==> src/rtl/ann_pkg.sv <==
// Shared constants and FSM encoding for the ANN layer weight-fetch logic.
package ann_pkg;

  localparam int unsigned ANN_DATA_W = 16;
  localparam int unsigned ANN_ADDR_W = 5;
  localparam int unsigned ANN_WDEPTH = 28;

  typedef enum logic [1:0] {
    StIdle,
    StRun,
    StDrain
  } wfetch_state_e;

endpackage

==> src/rtl/wfetch_skid_fifo.sv <==
// Two-entry in-order FIFO that absorbs BRAM reads while the MAC stalls.
module wfetch_skid_fifo #(
  parameter int unsigned WIDTH = 16
) (
  input  logic             clk,
  input  logic             rst,
  input  logic             push,
  input  logic [WIDTH-1:0] push_data,
  input  logic             pop,
  output logic [WIDTH-1:0] head,
  output logic             valid,
  output logic [1:0]       count
);

  logic [WIDTH-1:0] mem_q [2];
  logic             rd_ptr_q;
  logic [1:0]       count_q;
  logic             do_pop;
  logic             wr_ptr;

  assign do_pop = pop && (count_q != 2'd0);
  // With push and pop at count 2 the write lands in the slot being vacated.
  assign wr_ptr = rd_ptr_q ^ count_q[0];

  always_ff @(posedge clk) begin
    if (rst) begin
      mem_q[0] <= '0;
      mem_q[1] <= '0;
      rd_ptr_q <= 1'b0;
      count_q  <= 2'd0;
    end else begin
      if (push) begin
        mem_q[wr_ptr] <= push_data;
      end
      if (do_pop) begin
        rd_ptr_q <= ~rd_ptr_q;
      end
      count_q <= count_q + 2'(push) - 2'(do_pop);
    end
  end

  assign head  = mem_q[rd_ptr_q];
  assign valid = (count_q != 2'd0);
  assign count = count_q;

endmodule

==> src/rtl/weight_fetch_ctrl.sv <==
// Streams DEPTH words out of a negedge-read weight BRAM as a valid/ready stream.
// Define WFETCH_LAST_EN to add the W_LAST end-of-run marker port.
module weight_fetch_ctrl
  import ann_pkg::*;
#(
  parameter int unsigned DATA_W = ANN_DATA_W,
  parameter int unsigned ADDR_W = ANN_ADDR_W,
  parameter int unsigned DEPTH  = ANN_WDEPTH
) (
  input  logic              CLK,
  input  logic              RST,
  input  logic              START,
  output logic              BUSY,
  output logic              DONE,
  output logic [ADDR_W-1:0] ADDR,
  output logic              EN,
  output logic              WE,
  output logic [DATA_W-1:0] DI,
  input  logic [DATA_W-1:0] DO_IN,
  output logic [DATA_W-1:0] W_DATA,
  output logic              W_VALID,
`ifdef WFETCH_LAST_EN
  output logic              W_LAST,
`endif
  input  logic              W_READY
);

`ifdef WFETCH_LAST_EN
  localparam int unsigned FifoW = DATA_W + 1;
`else
  localparam int unsigned FifoW = DATA_W;
`endif
  localparam logic [ADDR_W-1:0] LastAddr = ADDR_W'(DEPTH - 1);

  wfetch_state_e     state_q, state_d;
  logic [ADDR_W-1:0] next_addr_q;
  logic [ADDR_W-1:0] addr_q;
  logic              en_q;
  logic              issue;
  logic              pop;
  logic              fifo_valid;
  logic [1:0]        fifo_count;
  logic [FifoW-1:0]  push_data;
  logic [FifoW-1:0]  head;

  assign pop = fifo_valid & W_READY;
  // Issue only if the buffer, after this edge's capture/pop, can still take the new read.
  assign issue = (state_q == StRun) &&
                 ((3'(fifo_count) + 3'(en_q) - 3'(pop)) < 3'd2);

  always_ff @(posedge CLK) begin
    if (RST) begin
      state_q <= StIdle;
    end else begin
      state_q <= state_d;
    end
  end

  always_comb begin
    state_d = state_q;
    unique case (state_q)
      StIdle:  if (START) state_d = StRun;
      StRun:   if (issue && (next_addr_q == LastAddr)) state_d = StDrain;
      StDrain: if (DONE) state_d = StIdle;
      default: state_d = StIdle;
    endcase
  end

  always_comb begin
    BUSY = (state_q != StIdle);
    DONE = (state_q == StDrain) && !en_q && (fifo_count == 2'd1) && pop;
  end

  always_ff @(posedge CLK) begin
    if (RST) begin
      en_q        <= 1'b0;
      addr_q      <= '0;
      next_addr_q <= '0;
    end else begin
      en_q <= issue;
      if (issue) begin
        addr_q      <= next_addr_q;
        next_addr_q <= next_addr_q + ADDR_W'(1);
      end else if (state_q == StIdle) begin
        next_addr_q <= '0;
      end
    end
  end

`ifdef WFETCH_LAST_EN
  assign push_data = {(addr_q == LastAddr), DO_IN};
  assign W_LAST    = fifo_valid & head[DATA_W];
`else
  assign push_data = DO_IN;
`endif

  wfetch_skid_fifo #(
    .WIDTH(FifoW)
  ) u_skid (
    .clk      (CLK),
    .rst      (RST),
    .push     (en_q),
    .push_data(push_data),
    .pop      (pop),
    .head     (head),
    .valid    (fifo_valid),
    .count    (fifo_count)
  );

  assign ADDR    = addr_q;
  assign EN      = en_q;
  assign WE      = 1'b0;
  assign DI      = '0;
  assign W_DATA  = head[DATA_W-1:0];
  assign W_VALID = fifo_valid;

endmodule

==> config.mk <==
export PLATFORM = sky130hd
export DESIGN_NAME = weight_fetch_ctrl
export DESIGN_NICKNAME = d
export VERILOG_FILES = /design/src/rtl/ann_pkg.sv /design/src/rtl/wfetch_skid_fifo.sv /design/src/rtl/weight_fetch_ctrl.sv
export SDC_FILE = /design/constraint.sdc
export NUM_CORES = 1
export LEC_CHECK = 0
export CAP_MARGIN = 10
export CORE_MARGIN = 1
export CORE_UTILIZATION = 48
export DETAILED_ROUTE_END_ITERATION = 10
export PLACE_DENSITY = 0.79
export SYNTH_ARGS = -nofsm -noshare
export SYNTH_HDL_FRONTEND = slang
export SYNTH_SLANG_ARGS = --single-unit
==> constraint.sdc <==
create_clock -name CLK -period 2.6 [get_ports CLK]
set_input_delay 0.39 -clock CLK [delete_from_list [all_inputs] [get_ports CLK]]
set_output_delay 0.39 -clock CLK [all_outputs]
set_load 0.05 [all_outputs]
== Word-level counts from Yosys, hierarchy flattened ==
Memories as Yosys holds them, arrays and structs flattened. A register that Yosys moved wholly into a read port is not among the register bits.
Cells that the tools add are included.

* Register bits after elaboration: 16
* Latch bits: 0
* Bits in writable memories: 32
* Memory bits (read-only): 0
* Input bits: 20
* Output and inout bits: 42
* Logic and storage cells: 52
* Memories kept: 1

* $add $sub $neg: 5
* $mul: 0
* Divide/modulo/power cells: 0
* Order comparisons: 1
* Eq/ne operators: 7
* Shift-type cells: 0
* Mux-type cells: 16
* Bitwise gates (word level): 3
* Reduce and logical (&&, ||, !) cells: 13

{| class="wikitable"
|+ Memories
! memory !! depth !! width !! read ports !! clocked after memory_dff !! write ports !! line !! text
|-
| u_skid.mem_q || 2 || 16 || 1 || 1 || 2 || wfetch_skid_fifo.sv:15 || <nowiki>logic [WIDTH-1:0] mem_q [2];</nowiki>
|}

{| class="wikitable"
|+ Operators by type and width
! cell !! number
|-
| $mux 16 || 1
|-
| $reduce_or 16->1 || 1
|-
| $mux 5 || 2
|-
| $mux 1 || 9
|-
| $logic_and 1x1->1 || 6
|-
| $mux 2 || 3
|-
| $pmux 2 s3 || 1
|-
| $reduce_bool 2->1 || 3
|-
| $add 5x1->5 const B || 1
|-
| $eq 5x5->1 const B || 1
|-
| $eq 2x1->1 const B || 2
|-
| $ne 2x2->1 const B || 2
|-
| $add 2x1->3 || 1
|-
| $lt 3x2->1 const B || 1
|-
| $reduce_and 3->1 || 1
|-
| $sub 3x1->3 || 1
|-
| $add 2x1->2 || 1
|-
| $eq 2x2->1 const B || 1
|-
| $logic_not 2->1 || 1
|-
| $ne 2x1->1 const B || 1
|-
| $sub 2x1->2 || 1
|-
| $and 1x1->1 || 1
|-
| $logic_not 1->1 || 1
|-
| $not 1->1 || 1
|-
| $xor 1x1->1 || 1
|}

== Logic depth before layout (Yosys ltp) ==
* Depth in word-level cells: 8
* Mapped depth: 10
* Mapped depth without buffers: 9

== Cells and area by module ==
A second synthesis with hierarchy kept.

* Cells, all modules: 204
* Area, all modules: 2423.6 um^2

{| class="wikitable"
|+ By module, submodules not included
! module !! times used !! cells each !! area an instance (um^2) !! seq. area each (um^2)
|-
| wfetch_skid_fifo || 1 || 109 || 1624.1 || 1041.0
|-
| weight_fetch_ctrl || 1 || 95 || 799.5 || 260.2
|}

== Least setup slack after synthesis ==
OpenSTA, ideal clock, no wires.

* Path kind: register -> register
* Start point: register u_skid.count_q[1] (netlist: u_skid.count[1])
* End point: register next_addr_q[3]
* Setup time: 0.075 ns
* Data arrival time: 2.280 ns
* Data required time: 2.525 ns
* Setup slack: 0.246 ns
* Stages on the path, launching flop included: 10
* Path buffers: 0
* Period minus slack after synthesis: 2.354 ns
* Path through: dfxtp_1 o21a_1 ha_1 inv_1 ha_1 inv_1 fa_1 xor2_1 or4_1 a31oi_1

* Word-level cells in the longest chain between the ends: 6
* Elaborated cells between the ends (all ways): 8
* Those cells by class: add/sub (2); order compare (1); mux (1); bitwise (1); reduce/logical (3)

{| class="wikitable"
|+ Ends and longest elaborated chain
! what !! line !! text
|-
| start: declaration || wfetch_skid_fifo.sv:17 || <nowiki>logic [1:0] count_q;</nowiki>
|-
| start signal: assignment || wfetch_skid_fifo.sv:38 || <nowiki>count_q <= count_q + 2'(push) - 2'(do_pop);</nowiki>
|-
| branches (longest 2 deep; another with $add 2x1->3) || n/a ||
|-
| $sub 3x1->3 (*) || weight_fetch_ctrl.sv:49 || <nowiki>((3'(fifo_count) + 3'(en_q) - 3'(pop)) < 3'd2);</nowiki>
|-
| $lt 3x2->1 (*) || weight_fetch_ctrl.sv:49 ||
|-
| $logic_and 1x1->1 (*) || weight_fetch_ctrl.sv:48 || <nowiki>assign issue = (state_q == StRun) &&</nowiki>
|-
| $mux 5 or $reduce_bool 2->1 (tied branches) || n/a ||
|-
| end signal: assignment || weight_fetch_ctrl.sv:83 || <nowiki>next_addr_q <= next_addr_q + ADDR_W'(1);</nowiki>
|-
| end: declaration || weight_fetch_ctrl.sv:36 || <nowiki>logic [ADDR_W-1:0] next_addr_q;</nowiki>
|}

Mark *: on every way between the ends.
A chain may end at the register's enable or synchronous reset.

== Worst setup path in the final report ==
* Start point: register u_skid.count_q[0] (netlist: u_skid.count[0])
* End point: register next_addr_q[3]

Same word-level chain as after synthesis.

==> flow_summary.json <==
{
  "status": "finished, final reports clean",
  "fp.coreArea_um2": 4723,
  "hpwlAfterDp_um": 2817,
  "nets": 274,
  "dieArea_um2": 5171,
  "route.detailed.drc": 0,
  "hold_class": "reg2reg",
  "vias": 1558,
  "arrival_ns": 2.69,
  "p_int_mw": 1.579,
  "ys_seq_area_share_pct": 55.47,
  "placed_cell_area_um2": 2829,
  "cts_buffers": 5,
  "maxCapViolations": 0,
  "grt_pass1_wl_um": 6699,
  "grt_busiest_layer": "met2",
  "slew_viol_final": 0,
  "fin_cells": 318,
  "use_met2_pct": 29.98,
  "cp_max_fo": 5,
  "worst_pin_slew_ns": 0.5327,
  "antenna_left": 0,
  "antenna_found_initial": 0,
  "grt-ovfl-total": 0,
  "dp_cells": 306,
  "syn_area_per_cell_um2": 12.09,
  "required_ns": 2.84,
  "final_cell_mix": "42 x clkdlybuf4s50_1, 32 x and2_1, 32 x edfxtp_1",
  "final_common_cell": "clkdlybuf4s50_1",
  "rsz0062_at_grt": "no",
  "slew_headroom_pct": 64.37,
  "yosysWarnings": 0,
  "io_pins": 62,
  "netlist_instances": 194,
  "synth_cell_types": 36,
  "fp.dieW_um": 71.91,
  "clkPwrFrac_pct": 17.9,
  "nFillCells": 369,
  "fin_crit_sh_pct": 94.06,
  "ys_seq_elements": 49,
  "clkTransAtPathRegs_ns": 0.09,
  "grt_use_total_pct": 16.76,
  "crit_type": "reg2reg",
  "tritoncts": "yes",
  "synth_area_leaders": "edfxtp_1 41%, dfxtp_1 15%, and2_1 8.5%",
  "p_leak_nw": 1.142,
  "gr-usage-met1_pct": 19.89,
  "clk_path_buf_depth": 2,
  "rows": 25,
  "yosysTopAreaCell": "edfxtp_1",
  "finalSetupViolations": 0,
  "io_buffers": 44,
  "pwr-share-comb_pct": 44.5,
  "fin_area_um2": 2962,
  "first_iter_violations": 65,
  "peakVddDrop_uv": 457.3,
  "routed_wl_um": 4181,
  "clk_latency_ns": 0.30,
  "tns_ns": 0,
  "gp_congestion": 0.7936,
  "final.min_clock_period_ns": 2.446,
  "vias_per_cell": 4.899,
  "synth_top_area_share_pct": 40.96,
  "switching_power_mw": 0.9772,
  "use_met3_pct": 4.306,
  "h-tree-depth": 2,
  "cts-root-buf": "clkbuf_8",
  "powerDensity_nw_per_um2": 863.2,
  "cp-start-kind": "register",
  "power_mw": 2.557,
  "grt_pass1_vias": 1548,
  "fin_skew_ns": 0.005076,
  "max_freq_mhz": 408.9,
  "whs_ns": 0.4953,
  "routedWlPerCell_um": 13.15,
  "num_antenna_cells": 0,
  "firstDrtPassIters": 4,
  "die_h_um": 71.91,
  "synth_area_um2": 2346,
  "finalHoldViolations": 0,
  "power_switching_share_pct": 38.22,
  "drive_gt1_share_pct": 19.52,
  "cp-end-kind": "register",
  "pwr-share-seq_pct": 37.7,
  "grt_start_max_net_pins": 21,
  "start_util_pct": 49.67,
  "cts_sinks": 49,
  "areaGrowthSynthToFinish_pct": 26.24,
  "postCtsHoldBufs": 0
}
-- timing repair --
item,in CTS,in global routing
pin swaps,0,4
resized for setup,1,3
setup buffers,0,4
setup endpoints to repair,1,4
endpoints found under the hold margin,0,0
-- worst max-delay path: stages (launching register included) --
cell	delay, ns
dfxtp_1	0.37
o21a_1	0.20
ha_1	0.26
inv_1	0.05
ha_1	0.12
inv_1	0.05
fa_2	0.53
nand3b_1	0.15
or4_1	0.52
a31oi_1	0.13
-- Yosys cell counts --
cell type  number
o21ai_0         2
nor2_1          4
or2_2           4
inv_1           3
nand3b_1        2
buf_2           4
clkbuf_1        3
nor3b_2         1
a31oi_1         3
or3_1           1
mux2_2         16
and4b_1         1
or4_1           2
o211a_1         1
nand4bb_1       1
nand4b_1        2
edfxtp_1       32
buf_6           2
nor3_1          1
xnor2_1         3
nor2b_1         1
and2_1         32
nand4_1         2
buf_4          19
conb_1          1
xor2_1          1
ha_1            3
nor3b_1         1
o211ai_1        5
nand3_1         9
and3b_1         2
dfxtp_1        17
fa_1            1
o21a_1          1
o21ai_1         3
a21oi_1         8
-- power groups by stage --
| stage | combinational [mW] | clock [mW] | sequential, mW |
|---|---|---|---|
| 6_report | 1.14 | 0.457 | 0.963 |
| 5_1_grt | 1.21 | 0.491 | 0.971 |
| 4_1_cts | 1.08 | 0.462 | 0.963 |
| 2_1_floorplan | 0.761 | 0 | 0.991 |
| 3_3_place_gp | 1.06 | 0 | 0.977 |
| 3_5_place_dp | 1.08 | 0 | 0.982 |
-- registers in the layout (all words and copies together), names as in the netlist, named ones only --
signal	flops
u_skid.count	2
next_addr_q	5
u_skid.mem_q	32
state_q	2
EN	1
ADDR	5
u_skid.rd_ptr_q	1
-- cell type report --
class / instances / area (um2) / share of cell area [%]
clock buffer: 5 / 68.82 / 2.324
clock inverter: 3 / 21.27 / 0.7182
inverter: 3 / 11.26 / 0.3802
multi-input combinational: 130 / 903.4 / 30.50
sequential: 49 / 1301 / 43.94
tap: 67 / 83.83 / 2.831
timing repair buffer: 61 / 571.8 / 19.31
-- final timing paths --
| kind | depth (start not counted) | to | start | slack (ns) |
|---|---|---|---|---|
| hold / removal | 2 | ADDR[1] | ADDR[1] | 0.50 |
| setup / recovery | 9 | next_addr_q[3] | u_skid.count[0] | 0.15 |
| setup reg to reg | 9 | next_addr_q[3] | u_skid.count[0] | 0.15 |
| hold reg to reg | 2 | ADDR[1] | ADDR[1] | 0.50 |
-- per-stage QoR --
step                      setup slack, ns  utilization, %
final                              0.1545           62.70
after global routing              0.02708           62.70
after CTS                         0.04964           61.85
after detailed placement          -0.3484           59.89
after global placement            -0.2754           59.89
after floorplan                    0.2456               -
-- metal layers --
| layer | part of all wire (%) | up-vias |
|---|---|---|
| met2 | 48 | 46 |
| met5 | 0 | - |
| met3 | 4.7 | 5 |
| met4 | 0.91 | 0 |
| li1 | - | 770 |
| met1 | 46 | 737 |
-- kinds of logic (layout without fill, tap and decap cells) --
group	after synthesis	after routing	synth area share, %
flip-flops	49	49	55.47
other	1	17	0.1598
XOR/XNOR	4	4	1.494
buffers and inverters	31	72	8.853
AND/OR/NAND/NOR	66	66	17.97
adder cells (fa/ha/maj)	4	4	2.454
multiplexers	16	16	7.680
AO/OA/AOI/OAI	23	23	5.920
Note: power is estimated with default switching activity, not from simulation.
